`src/rtl/cache_lookup_assoc.sv`:
```
// cache_lookup_assoc: fully-associative tag/data lookup with round-robin fill, in-place update, invalidate and flush
module cache_lookup_assoc #(
  parameter int AW = 32,
  parameter int DW = 32,
  parameter int DEPTH = 32,
  localparam int PW = $clog2(DEPTH)
) (
  input  logic          CLK,
  input  logic          RST,
  input  logic          REQ_VALID,
  input  logic [AW-1:0] REQ_ADDR,
  output logic          RESP_VALID,
  output logic          RESP_HIT,
  output logic [DW-1:0] RESP_DATA,
  input  logic          WE,
  input  logic [AW-1:0] W_ADDR,
  input  logic [DW-1:0] W_DATA,
  input  logic          INV,
  input  logic          FLUSH,
  output logic [PW:0]   OCCUPANCY
);
  logic [DEPTH-1:0] valid, rm, wm;
  logic [AW-1:0] tags [DEPTH];
  logic [DW-1:0] mem [DEPTH];
  logic [PW-1:0] ptr;
  logic [DW-1:0] rdata;
  logic whit, do_inv, do_we;
  // tags are unique among valid entries, so match vectors are one-hot and an OR-select suffices
  always_comb begin
    rm = '0;
    wm = '0;
    rdata = '0;
    for (int i = 0; i < DEPTH; i++) begin
      rm[i] = valid[i] && (tags[i] == REQ_ADDR);
      wm[i] = valid[i] && (tags[i] == W_ADDR);
      rdata = rdata | (rm[i] ? mem[i] : '0);
    end
  end
  assign whit = |wm;
  assign do_inv = INV & ~FLUSH;
  assign do_we = WE & ~INV & ~FLUSH;
  always_ff @(posedge CLK or posedge RST) begin
    if (RST) begin
      valid <= '0;
      ptr <= '0;
      OCCUPANCY <= '0;
      RESP_VALID <= 1'b0;
      RESP_HIT <= 1'b0;
      RESP_DATA <= '0;
    end else begin
      RESP_VALID <= REQ_VALID;
      if (REQ_VALID) begin
        RESP_HIT <= |rm;
        RESP_DATA <= rdata;
      end
      if (FLUSH) begin
        valid <= '0;
        ptr <= '0;
        OCCUPANCY <= '0;
      end else if (do_inv) begin
        valid <= valid & ~wm;
        if (whit) OCCUPANCY <= OCCUPANCY - (PW+1)'(1);
      end else if (do_we && !whit) begin
        valid[ptr] <= 1'b1;
        ptr <= ptr + PW'(1);
        if (!valid[ptr]) OCCUPANCY <= OCCUPANCY + (PW+1)'(1);
      end
    end
  end
  always_ff @(posedge CLK) begin
    if (do_we) begin
      if (whit) begin
        for (int i = 0; i < DEPTH; i++)
          if (wm[i]) mem[i] <= W_DATA;
      end else begin
        tags[ptr] <= W_ADDR;
        mem[ptr] <= W_DATA;
      end
    end
  end
endmodule

```
`config.mk`:
```
export PLATFORM = sky130hd
export DESIGN_NAME = cache_lookup_assoc
export DESIGN_NICKNAME = d
export VERILOG_FILES = /design/src/rtl/cache_lookup_assoc.sv
export SDC_FILE = /design/constraint.sdc
export NUM_CORES = 2
export LEC_CHECK = 0
export ABC_AREA = 0
export CAP_MARGIN = 15
export CORE_ASPECT_RATIO = 0.9
export CORE_UTILIZATION = 30
export DETAILED_ROUTE_END_ITERATION = 8
export GPL_TIMING_DRIVEN = 1
export PLACE_DENSITY_LB_ADDON = 0.1
export SYNTH_ARGS = -nofsm -noshare
export SYNTH_HDL_FRONTEND = slang
export SYNTH_SLANG_ARGS = --single-unit
```
`constraint.sdc`:
```
create_clock -name CLK -period 5.82 [get_ports CLK]
set_input_delay 1.746 -clock CLK [delete_from_list [all_inputs] [get_ports CLK]]
set_output_delay 1.746 -clock CLK [all_outputs]
set_load 0.05 [all_outputs]
```
Yosys cells after proc, flatten, opt, wreduce, memory -nomap -nowiden
Memory sizes are Yosys's and may differ from the RTL's.
Cells that the tools add are included.
- add/sub/neg operators: 3
- eq/ne operators: 67
- multiplexer cells: 181
- bitwise operators: 39
- $lt $le $gt $ge: 2
- reduce and logical (&&, ||, !) cells: 74
- operator list (kind ; number):
    32-bit == test ; 64
    32-bit two-way mux ; 36
    32-bit OR ; 32
    1-bit two-way mux ; 134
    32-bit OR reduction ; 3
    1-bit logical AND ; 66
    32-bit AND ; 1
    32-bit NOT ; 1
    6-bit two-way mux ; 5
    5-bit two-way mux ; 4
    6-bit by 1-bit adder with 6-bit output (second input constant) ; 1
    5-bit by 6-bit < comparator with 1-bit output (second input constant) ; 1
    3-bit != test (second input constant) ; 2
    6-bit by 1-bit subtractor with 6-bit output (second input constant) ; 1
    5-bit by 1-bit adder with 5-bit output (second input constant) ; 1
    1-bit binary-select mux with 5-bit select ; 1
    1-bit demux with 5-bit select ; 1
    5-bit by 1-bit greater-or-equal comparator with 1-bit output (second input constant) ; 1
    1-bit AND ; 3
    3-bit AND reduction ; 1
    3-bit nonzero test ; 1
    2-bit != test (second input constant) ; 1
    1-bit NOT ; 2
    2-bit AND reduction ; 1
    2 further kinds ; 2
- input bits: 102
- memories kept: 2
- bits in registers: 77
- memory bits (writable): 2048
- memories (name ; depth ; width ; read ports ; clocked after memory_dff ; wr ports ; line ; RTL):
    mem ; 32 ; 32 ; 32 ; 0 ; 32 ; 24 ; logic [DW-1:0] mem [DEPTH];
    tags ; 32 ; 32 ; 32 ; 0 ; 1 ; 23 ; logic [AW-1:0] tags [DEPTH];

Longest topological paths before layout
- word-level depth: 34
- depth in mapped cells: 13
- mapped depth without buffers: 10

Worst setup path after synthesis
No wires, ideal clock.
- path kind: input port to flip-flop
- start point: input port W_ADDR[20]
- end point: memory mem[15][0], enable pin
- arrival: 5597 ps
- setup time: 466 ps
- cell stages on the path: 12
- slack: -242 ps
- buffers on the path: 3
- required time: 5354 ps
- path through: buf_4 > buf_8 > buf_8 > xnor2_1 > nand4_1 > nor4_1 > nand3_2 > nand4_2 > nor4_4 > nand2_1 > nand2_1 > o21ai_0
- RTL lines (element ; line ; RTL):
    from (decl) ; 16 ; input logic [AW-1:0] W_ADDR,
    to (decl) ; 24 ;

Worst setup path in the final report
- start point: input port W_ADDR[2]
- end point: memory tags[21][5], enable pin
- longest elaborated chain between the ends: 6
- RTL lines (element ; line ; RTL):
    32-bit == test ; 35 ; wm[i] = valid[i] && (tags[i] == W_ADDR);
    1-bit logical AND ; 35 ;
    32-bit OR reduction (*) ; 39 ; assign whit = |wm;
    1-bit two-way mux (*) ; 72 ; if (whit) begin
    1-bit two-way mux (*) ; 71 ; if (do_we) begin
    1-bit two-way mux (not written as such) (*) ; 76 ; tags[ptr] <= W_ADDR;
    to (decl) ; 23 ;
Every way passes the cells marked *; elsewhere a longest branch is shown, timed or not.

==> flow_summary.json <==
{
  "worst_pin_slew_ps": 1193,
  "finClkSkew_ps": 127.8,
  "synth-simple-area-share_pct": 6.670,
  "finalNetCount": 6987,
  "finalCriticalPeriod_ps": 5396,
  "synth_compound_area_share_pct": 5.039,
  "via_per_inst": 5.428,
  "design_area_um2": 115700,
  "drtIter0Drc": 8066,
  "yosys.area.top_type_share_pct": 64.38,
  "cp.arrival_ps": 5900,
  "ys_types": 60,
  "irDropWorstVdd_uv": 296.1,
  "cts_setup_buffers": 0,
  "place_ws_ps": -432.3,
  "min_path_type": "register to register",
  "gp_congestion": 0.8729,
  "sw_frac_of_total_pct": 24.23,
  "cts_resized": 0,
  "final_cell_mix": "edfxtp_1 (2048), xnor2_1 (1194), xor2_1 (854), buf_4 (410), nand4_1 (377)",
  "dp_hpwl_um": 278400,
  "crit_fanout": 33,
  "power_frac_comb_pct": 7.4,
  "synth_top_family_by_area": "XOR/XNOR gates",
  "drc": 0,
  "rsz0062_at_grt": "no",
  "clkLatencyLatePin_ps": 970,
  "slew_viol_final": 0,
  "seq_area_frac_synth_pct": 66.40,
  "placed_area_um2": 107900,
  "nFillCells": 30230,
  "yosys-top-cells-area": "edfxtp_1 (64%), xnor2_1 (11%), xor2_1 (7.8%)",
  "start_util_pct": 30.15,
  "async_flop_share_pct": 3.624,
  "root_buffer": "clkbuf_16",
  "synth-edff-count": 2048,
  "numCtsBuffers": 241,
  "pwr-share-clk_pct": 43.7,
  "p_int_mw": 26.11,
  "status": "complete, no violations",
  "synthMuxAreaShare_pct": 0.2371,
  "hold_buffers": 0,
  "start_kind": "input pin",
  "die_y_um": 537.3,
  "yosysWarnings": 0,
  "row_count": 196,
  "core_area_um2": 316800,
  "area_delta_synth_final_pct": 21.15,
  "path_class": "input pin to register",
  "maxSlewHeadroom_pct": 20.24,
  "cts_tree": "built",
  "cts.sinks": 2125,
  "grt_max_degree": 42,
  "grt_overflow": 0,
  "setup_viol": 0,
  "power.switching_mw": 8.351,
  "port_buffers": 141,
  "fin_crit_sh_pct": 92.71,
  "io_pins": 142,
  "grt_pass1_vias": 60470,
  "drtAntennaViolNets": 0,
  "syn_inst": 6278,
  "clk_pin_slew_ps": 60,
  "drive_gt1_share_pct": 16.17,
  "power_density_nw_per_um2": 297.8,
  "clockBufferDepth": 4,
  "fmax_mhz": 185.3,
  "fin_util_pct": 36.52,
  "synth_nets": 6389,
  "final_common_cell": "edfxtp_1",
  "worstSetupEndpointType": "register",
  "wl_per_cell_um": 37.81,
  "die-area_um2": 320700,
  "cellLeakagePower_nw": 36.26,
  "drv_cap": 0,
  "cp_data_required_time_ps": 6320,
  "power_mw": 34.46,
  "antenna_found_initial": 39,
  "syn_area_um2": 95520,
  "fin_setup_tns_ps": 0,
  "grt_pass1_wl_um": 567800,
  "yosys_most_used_dff": "edfxtp_1",
  "vias": 61600,
  "finalWorstSetupSlack_ps": 424.2,
  "synth_fa_ha_area_share_pct": 0.1257,
  "power_frac_seq_pct": 48.9,
  "grtUsageTotal_pct": 26.19,
  "synth_top_cell_by_area": "edfxtp_1",
  "hold_violations": 0,
  "firstDrtPassIters": 6,
  "die_w_um": 596.8,
  "synth-xor-area-share_pct": 18.78,
  "finalWirelength_um": 429100,
  "synth_area_per_cell_um2": 15.22,
  "ys_ff_latch": 2125,
  "htreeDepth": 4
}
==> final timing paths <==
check	from	slack (ps)	endpoint	depth (start not counted)
worst max-delay path	W_ADDR[2]	420	tags[21][5]$_DFFE_PP_	13
worst min-delay path	mem[13][18]$_DFFE_PP_	510	RESP_DATA[18]$_DFFE_PP0P_	2
worst max register to register	tags[14][2]$_DFFE_PP_	1400	mem[5][19]$_DFFE_PP_	13
worst min register to register	mem[13][18]$_DFFE_PP_	510	RESP_DATA[18]$_DFFE_PP0P_	2
max in group asynchronous	RST	3370	OCCUPANCY[2]$_DFFE_PP0P_	3
min in group asynchronous	RST	1290	RESP_VALID$_DFF_PP0_	2
==> Yosys cell counts (all sizes together) (5+ instances only) <==
master  instances
nand2          41
o22ai          32
edfxtp       2048
ha              8
dfrtp          77
a22oi         222
nor2           80
and3           21
clkbuf         83
xnor2        1194
a221oi        113
a31oi          20
a22o          113
inv            13
a41oi           5
mux4            8
nor3           84
buf           304
nor2b           6
nand4         381
xor2          854
nand3         171
a21oi          12
a32oi           6
o21ai          10
a31o           26
nor4          280
a222oi         33
==> flip-flops by register name, indices dropped and copies added, names as in the netlist <==
name        count
mem          1024
tags         1024
RESP_DATA      32
valid          32
OCCUPANCY       6
ptr             5
RESP_HIT        1
RESP_VALID      1
==> per-stage QoR <==
stage / instances / hold WS, ps
global route: 11340 / 514.7
detailed placement: 10880 / 498.9
floorplan: 6278 / 511.6
finish: 11350 / 510.9
CTS: 11330 / 501.8
global placement: 10870 / 496.1
==> critical path, stage by stage <==
cell and delay, ps:
buf_4 120, buf_12 180, buf_4 340, xnor2_1 220
nand4_1 210, nor4_1 100, nand3_1 460, buf_4 230
nand4_1 190, nor4_4 390, nand4_1 440, buf_12 300
nor2_4 840
==> cell type report <==
| type | count | area (um^2) | area share, % |
|---|---|---|---|
| Clock buffer | 310 | 6414 | 5.542 |
| Inverter | 13 | 53.80 | 0.04649 |
| Multi-Input combinational cell | 3753 | 30320 | 26.20 |
| Clock inverter | 140 | 1129 | 0.9753 |
| Antenna cell | 7 | 17.52 | 0.01514 |
| Timing Repair Buffer | 742 | 9039 | 7.811 |
| Sequential cell | 2125 | 63430 | 54.81 |
| Tap cell | 4257 | 5326 | 4.603 |
==> kinds of logic after synthesis <==
kind of cell | count (synthesis)
flip-flops | 2125
AO/OA/AOI/OAI | 601
adder cells (fa/ha/maj) | 9
XOR/XNOR | 2048
buffers and inverters | 400
AND/OR/NAND/NOR | 1083
multiplexers | 12
==> power by group through the flow <==
| stage | Sequential, mW | Combinational, mW | Clock (mW) |
|---|---|---|---|
| 6_report | 16.8 | 2.55 | 15.1 |
| 5_1_grt | 16.8 | 2.62 | 15.8 |
| 4_1_cts | 16.8 | 2.51 | 15.3 |
| 3_5_place_dp | 17.2 | 2.50 | 0 |
| 3_3_place_gp | 17.2 | 2.51 | 0 |
| 2_1_floorplan | 17.2 | 1.07 | 0 |
==> per-layer routing <==
layer	vias to the layer above	share of wire [%]	global-route usage [%]
li1	25180	-	-
met1	33080	46	38.99
met2	2902	44	40.34
met3	433	7.6	3.671
met4	8	2.2	5.648
met5	-	0.011	0
(Power assumes the default switching activity.)
